**config.mk**
```make
export PLATFORM = sky130hd
export DESIGN_NAME = x_gate_sv_engine
export DESIGN_NICKNAME = d
export VERILOG_FILES = /design/src/rtl/x_gate_sv_engine_pkg.sv /design/src/rtl/x_gate_sv_engine_pair_index_gen.sv /design/src/rtl/x_gate_sv_engine.sv
export SDC_FILE = /design/constraint.sdc
export NUM_CORES = 1
export LEC_CHECK = 0
export CORE_UTILIZATION = 40
export CTS_CLUSTER_DIAMETER = 120
export DETAILED_ROUTE_END_ITERATION = 8
export SLEW_MARGIN = 20
export SYNTH_ARGS = -nofsm -noshare
export SYNTH_HDL_FRONTEND = slang
export SYNTH_SLANG_ARGS = --single-unit
export TNS_END_PERCENT = 20
```
**constraint.sdc**
```tcl
create_clock -name clk -period 2.44 [get_ports clk]
set_clock_uncertainty 0.1 [all_clocks]
set_input_delay 0.61 -clock clk [delete_from_list [all_inputs] [get_ports clk]]
set_output_delay 0.61 -clock clk [all_outputs]
set_load 0.005 [all_outputs]
```
**src/rtl/x_gate_sv_engine_pkg.sv**
```systemverilog
// Shared definitions for the sequential single-qubit gate engines: fixed-point width,
// FSM encoding and the basis-pair iteration helper.
package x_gate_sv_engine_pkg;

    localparam int TOTAL_WIDTH = 16;
    localparam int IDX_MAX_W   = 8;

    localparam logic [1:0] ST_IDLE = 2'd0;
    localparam logic [1:0] ST_SWAP = 2'd1;
    localparam logic [1:0] ST_DONE = 2'd2;

    // Insert a zero at bit position t of pair counter k, giving the lower index of pair k.
    function automatic logic [IDX_MAX_W-1:0] insert_zero_bit(
        input logic [IDX_MAX_W-1:0] k,
        input logic [2:0]           t
    );
        logic [IDX_MAX_W-1:0] low_mask;
        low_mask = (8'd1 << t) - 8'd1;
        return ((k & ~low_mask) << 1) | (k & low_mask);
    endfunction

endpackage

```
**src/rtl/x_gate_sv_engine_pair_index_gen.sv**
```systemverilog
// Combinational pair-index generator: maps pair counter k and target t to the basis
// indices i0 (bit t clear) and i1 (bit t set).
module x_pair_index_gen
    import x_gate_sv_engine_pkg::*;
#(
    parameter int AW = 3,
    parameter int TW = 2
)(
    input  logic [AW-1:0] k,
    input  logic [TW-1:0] t,
    output logic [AW-1:0] i0,
    output logic [AW-1:0] i1
);

    logic [IDX_MAX_W-1:0] i0_wide_s;

    // Expand the counter into the pair's two basis indices.
    always_comb begin
        i0_wide_s = insert_zero_bit(IDX_MAX_W'(k), 3'(t));
        i0        = AW'(i0_wide_s);
        i1        = i0 | (AW'(1) << t);
    end

endmodule

```
**src/rtl/x_gate_sv_engine.sv**
```systemverilog
// Sequential X-gate engine over a 2^N amplitude register file, one swapped pair per cycle.
// Optional controlled-X support is enabled by defining CONTROLLED_X_EN.
module x_gate_sv_engine
    import x_gate_sv_engine_pkg::*;
#(
    parameter  int NUM_QUBITS = 3,
    localparam int DEPTH      = 1 << NUM_QUBITS,
    localparam int AW         = $clog2(DEPTH),
    localparam int TW         = (NUM_QUBITS > 1) ? $clog2(NUM_QUBITS) : 1
)(
    input  logic                          clk,
    input  logic                          rst_n,
    input  logic                          ld_we,
    input  logic [AW-1:0]                 ld_addr,
    input  logic signed [TOTAL_WIDTH-1:0] ld_re,
    input  logic signed [TOTAL_WIDTH-1:0] ld_im,
    input  logic [AW-1:0]                 rd_addr,
    output logic signed [TOTAL_WIDTH-1:0] rd_re,
    output logic signed [TOTAL_WIDTH-1:0] rd_im,
    input  logic                          start,
    input  logic [TW-1:0]                 target,
`ifdef CONTROLLED_X_EN
    input  logic                          ctrl_en,
    input  logic [TW-1:0]                 ctrl,
`endif
    output logic                          busy,
    output logic                          done,
    output logic                          err
);

    localparam logic [AW-1:0] K_LAST = AW'(DEPTH / 2 - 1);
    localparam logic [TW:0]   NQ_W   = (TW + 1)'(NUM_QUBITS);

    logic [1:0]    state_q, state_d;
    logic [AW-1:0] k_q, k_d;
    logic [TW-1:0] t_q, t_d;
    logic          cmd_err_q, cmd_err_d;
    logic          busy_q, busy_d;
    logic          done_q, done_d;
    logic          err_q, err_d;
    logic          bad_cmd_s;
    logic          swap_en_s;
    logic [AW-1:0] i0_s, i1_s;

    logic signed [TOTAL_WIDTH-1:0] amp_re_q [DEPTH];
    logic signed [TOTAL_WIDTH-1:0] amp_im_q [DEPTH];
    logic signed [TOTAL_WIDTH-1:0] amp_re_d [DEPTH];
    logic signed [TOTAL_WIDTH-1:0] amp_im_d [DEPTH];
    logic signed [TOTAL_WIDTH-1:0] rd_re_q, rd_re_d;
    logic signed [TOTAL_WIDTH-1:0] rd_im_q, rd_im_d;

`ifdef CONTROLLED_X_EN
    logic          ctrl_en_q, ctrl_en_d;
    logic [TW-1:0] ctrl_q, ctrl_d;
`endif

    x_pair_index_gen #(
        .AW (AW),
        .TW (TW)
    ) u_pair_index_gen (
        .k  (k_q),
        .t  (t_q),
        .i0 (i0_s),
        .i1 (i1_s)
    );

    // Command FSM, pair counter and status outputs.
    always_comb begin
        state_d   = state_q;
        k_d       = k_q;
        t_d       = t_q;
        cmd_err_d = cmd_err_q;
`ifdef CONTROLLED_X_EN
        ctrl_en_d = ctrl_en_q;
        ctrl_d    = ctrl_q;
        bad_cmd_s = ({1'b0, target} >= NQ_W) ||
                    (ctrl_en && (({1'b0, ctrl} >= NQ_W) || (ctrl == target)));
`else
        bad_cmd_s = ({1'b0, target} >= NQ_W);
`endif
        case (state_q)
            ST_IDLE: begin
                if (start) begin
                    t_d       = target;
                    k_d       = {AW{1'b0}};
                    cmd_err_d = bad_cmd_s;
`ifdef CONTROLLED_X_EN
                    ctrl_en_d = ctrl_en;
                    ctrl_d    = ctrl;
`endif
                    state_d   = bad_cmd_s ? ST_DONE : ST_SWAP;
                end else begin
                    state_d   = ST_IDLE;
                end
            end
            ST_SWAP: begin
                k_d = k_q + AW'(1);
                if (k_q == K_LAST) begin
                    state_d = ST_DONE;
                end else begin
                    state_d = ST_SWAP;
                end
            end
            ST_DONE: begin
                state_d = ST_IDLE;
            end
            default: begin
                state_d = ST_IDLE;
            end
        endcase
        busy_d = (state_d == ST_SWAP);
        done_d = (state_d == ST_DONE);
        err_d  = done_d && cmd_err_d;
    end

    // Register-file update: pair swap while busy, host load otherwise, plus registered read.
    always_comb begin
        amp_re_d = amp_re_q;
        amp_im_d = amp_im_q;
`ifdef CONTROLLED_X_EN
        swap_en_s = !ctrl_en_q || (|(i0_s & (AW'(1) << ctrl_q)));
`else
        swap_en_s = 1'b1;
`endif
        if (state_q == ST_SWAP) begin
            if (swap_en_s) begin
                amp_re_d[i0_s] = amp_re_q[i1_s];
                amp_re_d[i1_s] = amp_re_q[i0_s];
                amp_im_d[i0_s] = amp_im_q[i1_s];
                amp_im_d[i1_s] = amp_im_q[i0_s];
            end else begin
                amp_re_d = amp_re_q;
                amp_im_d = amp_im_q;
            end
        end else if (ld_we) begin
            amp_re_d[ld_addr] = ld_re;
            amp_im_d[ld_addr] = ld_im;
        end else begin
            amp_re_d = amp_re_q;
            amp_im_d = amp_im_q;
        end
        rd_re_d = amp_re_q[rd_addr];
        rd_im_d = amp_im_q[rd_addr];
    end

    // State and register-file flops; reset aborts any command in flight.
    always_ff @(posedge clk or negedge rst_n) begin
        if (!rst_n) begin
            state_q   <= ST_IDLE;
            k_q       <= {AW{1'b0}};
            t_q       <= {TW{1'b0}};
            cmd_err_q <= 1'b0;
            busy_q    <= 1'b0;
            done_q    <= 1'b0;
            err_q     <= 1'b0;
            rd_re_q   <= {TOTAL_WIDTH{1'b0}};
            rd_im_q   <= {TOTAL_WIDTH{1'b0}};
`ifdef CONTROLLED_X_EN
            ctrl_en_q <= 1'b0;
            ctrl_q    <= {TW{1'b0}};
`endif
            for (int i = 0; i < DEPTH; i++) begin
                amp_re_q[i] <= {TOTAL_WIDTH{1'b0}};
                amp_im_q[i] <= {TOTAL_WIDTH{1'b0}};
            end
        end else begin
            state_q   <= state_d;
            k_q       <= k_d;
            t_q       <= t_d;
            cmd_err_q <= cmd_err_d;
            busy_q    <= busy_d;
            done_q    <= done_d;
            err_q     <= err_d;
            rd_re_q   <= rd_re_d;
            rd_im_q   <= rd_im_d;
`ifdef CONTROLLED_X_EN
            ctrl_en_q <= ctrl_en_d;
            ctrl_q    <= ctrl_d;
`endif
            amp_re_q  <= amp_re_d;
            amp_im_q  <= amp_im_d;
        end
    end

    assign busy  = busy_q;
    assign done  = done_q;
    assign err   = err_q;
    assign rd_re = rd_re_q;
    assign rd_im = rd_im_q;

endmodule

```
==> results of run 1 <==
[routing by layer]
layer | part of all wire | track usage | wire, um | vias up
li1 | - | - | - | 8502
met1 | 0.38 | 0.4146 | 33050 | 10180
met2 | 0.43 | 0.4856 | 37910 | 1588
met3 | 0.12 | 0.08142 | 10410 | 423
met4 | 0.067 | 0.2015 | 5813 | 0
met5 | 0 | 0 | 0 | -
[through the flow]
step / hold WS [ns] / util / instances / setup TNS [ns]
final: 0.3659 / 0.5028 / 2949 / 0
after global routing: 0.3891 / 0.5028 / 2949 / -1.914
after CTS: 0.3667 / 0.4966 / 2942 / -0.03076
after detailed placement: 0.3543 / 0.4691 / 2873 / -72.20
after global placement: 0.3524 / 0.4691 / 2873 / -60.57
after floorplan: 0.2144 / - / 2119 / 0
[worst max-delay path, delay by kind of cell (launching register included)]
family / cells / cell delay (ns)
buffers and inverters: 4 / 0.79
AO/OA/AOI/OAI: 3 / 0.43
flip-flops: 1 / 0.40
multiplexers: 1 / 0.27
AND/OR/NAND/NOR: 1 / 0.27
[worst max-delay path by stage]
stage / start / endpoint / cells past startpoint
CTS: t_q[0]$_DFFE_PN0P_ / amp_im_q[54]$_DFFE_PN0P_ / 8
detailed placement: ld_addr[0] / amp_im_q[108]$_DFFE_PN0P_ / 6
floorplan: rd_addr[0] / rd_im[10]$_DFF_PN0_ / 4
global route: k_q[0]$_DFFE_PN0P_ / amp_re_q[119]$_DFFE_PN0P_ / 9
finish: k_q[0]$_DFFE_PN0P_ / amp_re_q[39]$_DFFE_PN0P_ / 9
global placement: ld_addr[0] / amp_re_q[106]$_DFFE_PN0P_ / 6
[state kept, by name, indices dropped and copies added (netlist names)]
register,cells
rd_im,16
t_q,2
cmd_err_q,1
k_q,3
rd_re,16
busy,1
amp_re_q,128
err,1
done,1
amp_im_q,128
state_q,2
[cell families after synthesis]
kind of cell | Yosys count
flip-flops | 299
adder cells (fa/ha/maj) | 2
XOR/XNOR | 1
multiplexers | 421
AND/OR/NAND/NOR | 570
buffers and inverters | 217
AO/OA/AOI/OAI | 609
[power by group]
part	internal [mW]	total (mW)	switching, mW
registers	7.47	10.0	2.52
logic	11.4	27.7	16.3
clock network	3.59	5.95	2.37
[timing repair]
| action | in CTS | in global routing |
|---|---|---|
| pin swaps | 1 | 5 |
| endpoints found under the hold margin | 41 | 0 |
| cloned | 0 | 1 |
| gates resized for setup | 26 | 55 |
| endpoints found under the setup margin | 155 | 204 |
| setup buffers | 1 | 6 |
| hold buffers | 1 | 0 |
[layout by cell type, fill, tap and decap left out, types with 5 or more instances in the layout]
cell	netlist	routed
sky130_fd_sc_hd__clkdlybuf4s50_1	0	73
sky130_fd_sc_hd__mux4_2	64	64
sky130_fd_sc_hd__mux2_2	38	38
sky130_fd_sc_hd__a22oi_1	32	32
sky130_fd_sc_hd__o211ai_1	64	64
sky130_fd_sc_hd__a32oi_1	62	54
sky130_fd_sc_hd__nand4_1	33	33
sky130_fd_sc_hd__buf_6	10	5
sky130_fd_sc_hd__o22ai_1	68	61
sky130_fd_sc_hd__o221ai_1	125	125
sky130_fd_sc_hd__clkbuf_8	0	10
sky130_fd_sc_hd__clkbuf_16	0	39
sky130_fd_sc_hd__o221ai_2	35	35
sky130_fd_sc_hd__dfrtp_1	299	296
sky130_fd_sc_hd__clkbuf_1	98	6
sky130_fd_sc_hd__nand2_2	0	22
sky130_fd_sc_hd__nand3_1	67	64
sky130_fd_sc_hd__a31oi_1	33	32
sky130_fd_sc_hd__mux2i_1	318	317
sky130_fd_sc_hd__o22ai_2	0	5
sky130_fd_sc_hd__a32oi_2	1	8
sky130_fd_sc_hd__o21ai_0	163	163
sky130_fd_sc_hd__clkinv_2	0	6
sky130_fd_sc_hd__nand2_1	230	208
sky130_fd_sc_hd__nor2_2	1	28
sky130_fd_sc_hd__buf_4	19	165
sky130_fd_sc_hd__buf_12	0	54
sky130_fd_sc_hd__nor2_1	199	171
[area by class of cell]
type,instances,area (um^2),share of cell area
clock inverter,13,182.7,0.007183
tap,672,840.8,0.03306
clock buffer,54,1111,0.04369
inverter,4,15.01,0.0005904
sequential,299,7486,0.2944
multi-input combinational,1603,12580,0.4946
timing repair buffer,304,3217,0.1265
==> results.sh, run 1 <==
export IMPL_p_total_mw=43.62
export IMPL_hold_path_cell_count=1
export IMPL_post_route_cells_drive_above_1_share=0.2336
export IMPL_synthDominantAreaCellType="sky130_fd_sc_hd__dfrtp_1"
export IMPL_numCtsBuffers=37
export IMPL_total_routed_wirelength_um=87180
export IMPL_library_cell_with_the_highest_instance_count_after_synthesis="sky130_fd_sc_hd__mux2i_1"
export IMPL_synth_edff_count=0
export IMPL_postSynthAreaPerCell_um2=9.746
export IMPL_finalCriticalPeriod_ns=2.433
export IMPL_via_count_of_the_first_global_routing_pass=20620
export IMPL_synth_simple_area_share=0.1183
export IMPL_synthAdderAreaFrac=0.001212
export IMPL_timing_final_setup_violations=0
export IMPL_static_leakage_power_nw=10.24
export IMPL_setup_worst_path_start_class="register"
export IMPL_cts_sinks=299
export IMPL_place_hpwl_um=51940
export IMPL_reg2reg_slack_ns=0.007
export IMPL_rr_startpoint="k_q[0]$_DFFE_PN0P_"
export IMPL_critPathMaxFanout=19
export IMPL_setup_repair_after_global_routing_missed_its_margin="yes"
export IMPL_n_fill_cell=4563
export IMPL_vdd_ir_drop_worst_mv=0.7385
export IMPL_status="finished, final reports clean"
export IMPL_chipHeight_um=229.2
export IMPL_worst_slew_pin_slew_ns=0.8810
export IMPL_max_stage_delay_ns=0.40
export IMPL_dpl_worst_slack_ns=-0.4588
export IMPL_synth_seq_cells=299
export IMPL_synthXorXnorAreaFrac=0.0004241
export IMPL_cts_root_buf="sky130_fd_sc_hd__clkbuf_16"
export IMPL_grt_overflow=0
export IMPL_holdCritPathClass="reg -> reg"
export IMPL_maximum_number_of_pins_on_one_net_before_global_route_repair=65
export IMPL_hold_violations=0
export IMPL_fp_dieArea_mm2=0.05254
export IMPL_cts_tree="built"
export IMPL_place_port_buffers=78
export IMPL_synthDistinctLibCells=59
export IMPL_critical_path_required_ns=2.74
export IMPL_syn_nets=2165
export IMPL_avgRoutedWirePerCell_um=29.56
export IMPL_post_synth_main_area_contributors="sky130_fd_sc_hd__dfrtp_1, sky130_fd_sc_hd__mux2i_1, sky130_fd_sc_hd__mux4_2"
export IMPL_timing_critical_path_to_type="register"
export IMPL_slew_headroom=0.4104
export IMPL_timing_critical_path_arrival_ns=2.73
export IMPL_vias_per_cell=7.015
export IMPL_vias=20690
export IMPL_firstDrtPassIters=7
export IMPL_layout_area_overhead_vs_synth_pct=23.14
export IMPL_rr_endpoint="amp_re_q[39]$_DFFE_PN0P_"
export IMPL_yosysSeqAreaShare=0.3623
export IMPL_final_setup_worst_slack_ns=0.007468
export IMPL_maxSlewViolCount=0
export IMPL_synth_cell_area_mm2=0.02065
export IMPL_maxCapViolCount=0
export IMPL_worstPathCellList="buf_4 > buf_4 > o21ai_4 > buf_12 > buf_12 > mux2i_1 > o22ai_1 > nor2_2 > o221ai_1"
export IMPL_yosys_warnings=0
export IMPL_initial_antenna_violation_count=0
export IMPL_post_route_period_util=0.9969
export IMPL_antenna_cells_inserted=0
export IMPL_max_clock_freq_mhz=411.1
export IMPL_std_cell_rows=82
export IMPL_clock_pin_slew_on_the_worst_setup_and_hold_paths_ns=0.06
export IMPL_detailed_place_area_mm2=0.02373
export IMPL_timing_hold_worst_start="cmd_err_q$_DFF_PN0_"
export IMPL_grt_total_usage=0.3228
export IMPL_dominantRegCellSynth="sky130_fd_sc_hd__dfrtp_1"
export IMPL_power_density_mw_per_mm2=1715
export IMPL_final_cell_area_mm2=0.02543
export IMPL_worstSkewPairLatency_ns=0.57
export IMPL_start_util=0.4083
export IMPL_min_delay_worst_endpoint="cmd_err_q$_DFF_PN0_"
export IMPL_max_clock_path_buffers=3
export IMPL_number_of_cells_produced_by_synthesis=2119
export IMPL_die_w_um=229.2
export IMPL_io_pin_count=79
export IMPL_clock_tree_htree_level_count=2
export IMPL_async_reset_ff_frac=1.000
export IMPL_synth_top_area_share=0.3623
export IMPL_r2r_cells=9
export IMPL_drc_errors=0
export IMPL_synth_compound_area_share=0.2219
export IMPL_gp_routability_congestion=0.9000
export IMPL_fin_nets=2295
export IMPL_synth_top_family_by_area="multiplexers"
export IMPL_drt_antenna_violating_nets=0
export IMPL_grt_pass1_wl_um=128700
export IMPL_slowest_library_cell_on_the_worst_path="sky130_fd_sc_hd__dfrtp_1"
export IMPL_crit_type="reg -> reg"
export IMPL_synth_mux_area_fraction=0.2452
export IMPL_floorplan_core_area_mm2=0.05058
export IMPL_synth_common_cells="sky130_fd_sc_hd__mux2i_1, sky130_fd_sc_hd__dfrtp_1, sky130_fd_sc_hd__nand2_1"
export IMPL_dr_first_iter_drc_count=2511
(Power assumes the default switching activity.)
==> run 2, diff against run 1 <==
CORE_MARGIN = 2   (was default)
==> run 2 against run 1 <==
First-iteration DRC count up 42%; worst hold slack improved by 0.016 ns; global-route usage is 1.6 points higher; core utilization grew 1.2 points; sequential share of layout area fell by 1.0 points; critical path type unchanged; critical endpoint is now amp_im_q[45]$_DFFE_PN0P_.
==> results.sh, run 2 (same netlist as run 1, synthesis figures left out) <==
export IMPL_std_cell_rows=83
export IMPL_vias=21640
export IMPL_most_common_layout_cells="sky130_fd_sc_hd__mux2i_1, sky130_fd_sc_hd__dfrtp_1, sky130_fd_sc_hd__nand2_1"
export IMPL_slew_headroom=0.5472
export IMPL_internal_power_mw=23.81
export IMPL_cts_tree="built"
export IMPL_worstPathCellList="buf_4 > and2b_1 > a21o_2 > or4_2 > buf_12 > o221ai_1"
export IMPL_power_switching_mw=22.44
export IMPL_post_route_period_util=0.9918
export IMPL_multi_input_comb_area_mm2=0.01270
export IMPL_vias_per_cell=7.160
export IMPL_route_met3_wl_um=12770
export IMPL_maxCapViolCount=0
export IMPL_drt_antenna_violating_nets=0
export IMPL_holdCritPathClass="reg -> reg"
export IMPL_registers_with_the_highest_flip_flop_counts="amp_im_q (128), amp_re_q (128)"
export IMPL_register_area_mm2=0.007483
export IMPL_clock_pin_slew_on_the_worst_setup_and_hold_paths_ns=0.06
export IMPL_critPathMaxFanout=23
export IMPL_pwr_share_comb=0.663
export IMPL_power_density_mw_per_mm2=1755
export IMPL_met2WireLength_um=40000
export IMPL_via_count_of_the_first_global_routing_pass=21250
export IMPL_chipHeight_um=231.2
export IMPL_post_route_util=0.5146
export IMPL_vdd_ir_drop_worst_mv=0.7374
export IMPL_final_setup_worst_slack_ns=0.02001
export IMPL_total_routed_wirelength_um=93820
export IMPL_grt_total_usage=0.3387
export IMPL_grt_pass1_wl_um=136500
export IMPL_place_hpwl_um=54340
export IMPL_fp_dieArea_mm2=0.05347
export IMPL_max_clock_path_buffers=3
export IMPL_timing_critical_path_to_type="register"
export IMPL_worst_slew_pin_slew_ns=0.6793
export IMPL_start_util=0.4034
export IMPL_max_clock_freq_mhz=413.2
export IMPL_io_pin_count=79
export IMPL_netSwitchingFraction=0.4852
export IMPL_route_top_layer_used="met5"
export IMPL_route_layer_met1_wl_um=34990
export IMPL_die_w_um=231.2
export IMPL_slowest_library_cell_on_the_worst_path="sky130_fd_sc_hd__or4_2"
export IMPL_worstSkewPairLatency_ns=0.58
export IMPL_fin_nets=2361
export IMPL_critical_path_required_ns=2.81
export IMPL_grt_overflow=0
export IMPL_status="finished, final reports clean"
export IMPL_static_leakage_power_nw=10.66
export IMPL_p_total_mw=46.24
export IMPL_layout_area_overhead_vs_synth_pct=27.57
export IMPL_firstDrtPassIters=6
export IMPL_hold_violations=0
export IMPL_worst_path_buf_inv=2
export IMPL_maximum_number_of_pins_on_one_net_before_global_route_repair=68
export IMPL_cts_sinks=299
export IMPL_crit_family="simple AND/OR/NAND/NOR gates"
export IMPL_clock_tree_htree_level_count=2
export IMPL_floorplan_core_area_mm2=0.05120
export IMPL_seq_power_share=0.215
export IMPL_dpl_worst_slack_ns=-0.3924
export IMPL_post_route_cells_drive_above_1_share=0.2542
export IMPL_place_port_buffers=78
export IMPL_maxSlewViolCount=0
export IMPL_n_fill_cell=4489
export IMPL_final_common_cell="sky130_fd_sc_hd__mux2i_1"
export IMPL_setup_repair_after_global_routing_missed_its_margin="yes"
export IMPL_finalCriticalPeriod_ns=2.420
export IMPL_crit_type="reg -> reg"
export IMPL_max_stage_delay_ns=0.73
export IMPL_avgRoutedWirePerCell_um=31.05
export IMPL_timing_critical_path_arrival_ns=2.79
export IMPL_part_of_the_total_power_dissipated_in_the_clock_network=0.122
export IMPL_cts_root_buf="sky130_fd_sc_hd__clkbuf_16"
export IMPL_gp_routability_congestion=0.9515
export IMPL_numCtsBuffers=38
export IMPL_drc_errors=0
export IMPL_setup_worst_path_start_class="register"
export IMPL_initial_antenna_violation_count=2
export IMPL_timing_final_setup_violations=0
export IMPL_dr_first_iter_drc_count=3570
run 2: changes by cell type in the layout (fill, tap and decap cells not counted), sizes merged:
| cell | previous run | this run |
|---|---|---|
| buf | 228 | 285 |
| bufbuf | 0 | 1 |
| bufinv | 4 | 2 |
| clkbuf | 55 | 66 |
| clkdlybuf4s50 | 73 | 74 |
| clkinv | 8 | 5 |
| clkinvlp | 1 | 0 |
| diode | 0 | 1 |
| dlymetal6s2s | 1 | 0 |
| inv | 4 | 5 |
run 2: worst reg2reg max path, cell delays in order (launching register included):
cell and delay (ns):
sky130_fd_sc_hd__dfrtp_2 0.43, sky130_fd_sc_hd__buf_4 0.14, sky130_fd_sc_hd__and2b_1 0.16, sky130_fd_sc_hd__a21o_2 0.30
sky130_fd_sc_hd__or4_2 0.74, sky130_fd_sc_hd__buf_12 0.23, sky130_fd_sc_hd__o221ai_1 0.23
run 2: power groups by stage:
stage	clock [mW]	sequential [mW]	combinational (mW)
2_1_floorplan	0	9.09	16.2
3_3_place_gp	0	9.73	26.7
3_5_place_dp	0	9.85	27.3
4_1_cts	5.70	9.82	27.8
5_1_grt	5.89	10.2	32.0
6_report	5.66	9.94	30.6
run 2: final timing paths:
path / from / slack (ns) / cells after the start / end
min in group asynchronous: rst_n / 0.45 / 2 / amp_im_q[2]$_DFFE_PN0P_
worst max register to register: t_q[1]$_DFFE_PN0P_ / 0.02 / 6 / amp_im_q[45]$_DFFE_PN0P_
worst min-delay path: cmd_err_q$_DFF_PN0_ / 0.38 / 1 / cmd_err_q$_DFF_PN0_
worst min register to register: cmd_err_q$_DFF_PN0_ / 0.38 / 1 / cmd_err_q$_DFF_PN0_
max in group asynchronous: rst_n / 1.04 / 3 / amp_re_q[6]$_DFFE_PN0P_
worst max-delay path: t_q[1]$_DFFE_PN0P_ / 0.02 / 6 / amp_im_q[45]$_DFFE_PN0P_
run 2: per-stage QoR:
step	instances	hold WS (ns)	TNS, ns	cell area [um^2]
floorplan	2119	0.2144	0	20650
global placement	2923	0.3546	-60.85	24250
detailed placement	2923	0.3794	-67.21	24250
CTS	2999	0.3932	0	25610
global route	3021	0.4377	-0.7108	26340
finish	3022	0.3815	0	26350
run 2: timing repair:
item	CTS	global route
buffers inserted	8	13
gates resized for setup	20	86
pin swaps	3	12
endpoints found under the hold margin	29	0
hold buffers	1	0
setup endpoints to repair	144	231
gates cloned	1	9
run 2: cell type report:
| class | count | area share |
|---|---|---|
| inverter | 4 | 0.0005699 |
| clock inverter | 8 | 0.003562 |
| clock buffer | 58 | 0.04165 |
| multi-input combinational | 1603 | 0.4820 |
| antenna | 1 | 0.00009498 |
| sequential | 299 | 0.2841 |
| tap | 680 | 0.03229 |
| timing repair buffer | 369 | 0.1557 |
run 2: metal layers:
metal	up-vias	global-route usage
met3	505	0.08969
met1	10640	0.4514
met4	2	0.1921
met2	1836	0.4966
met5	-	0
li1	8659	-
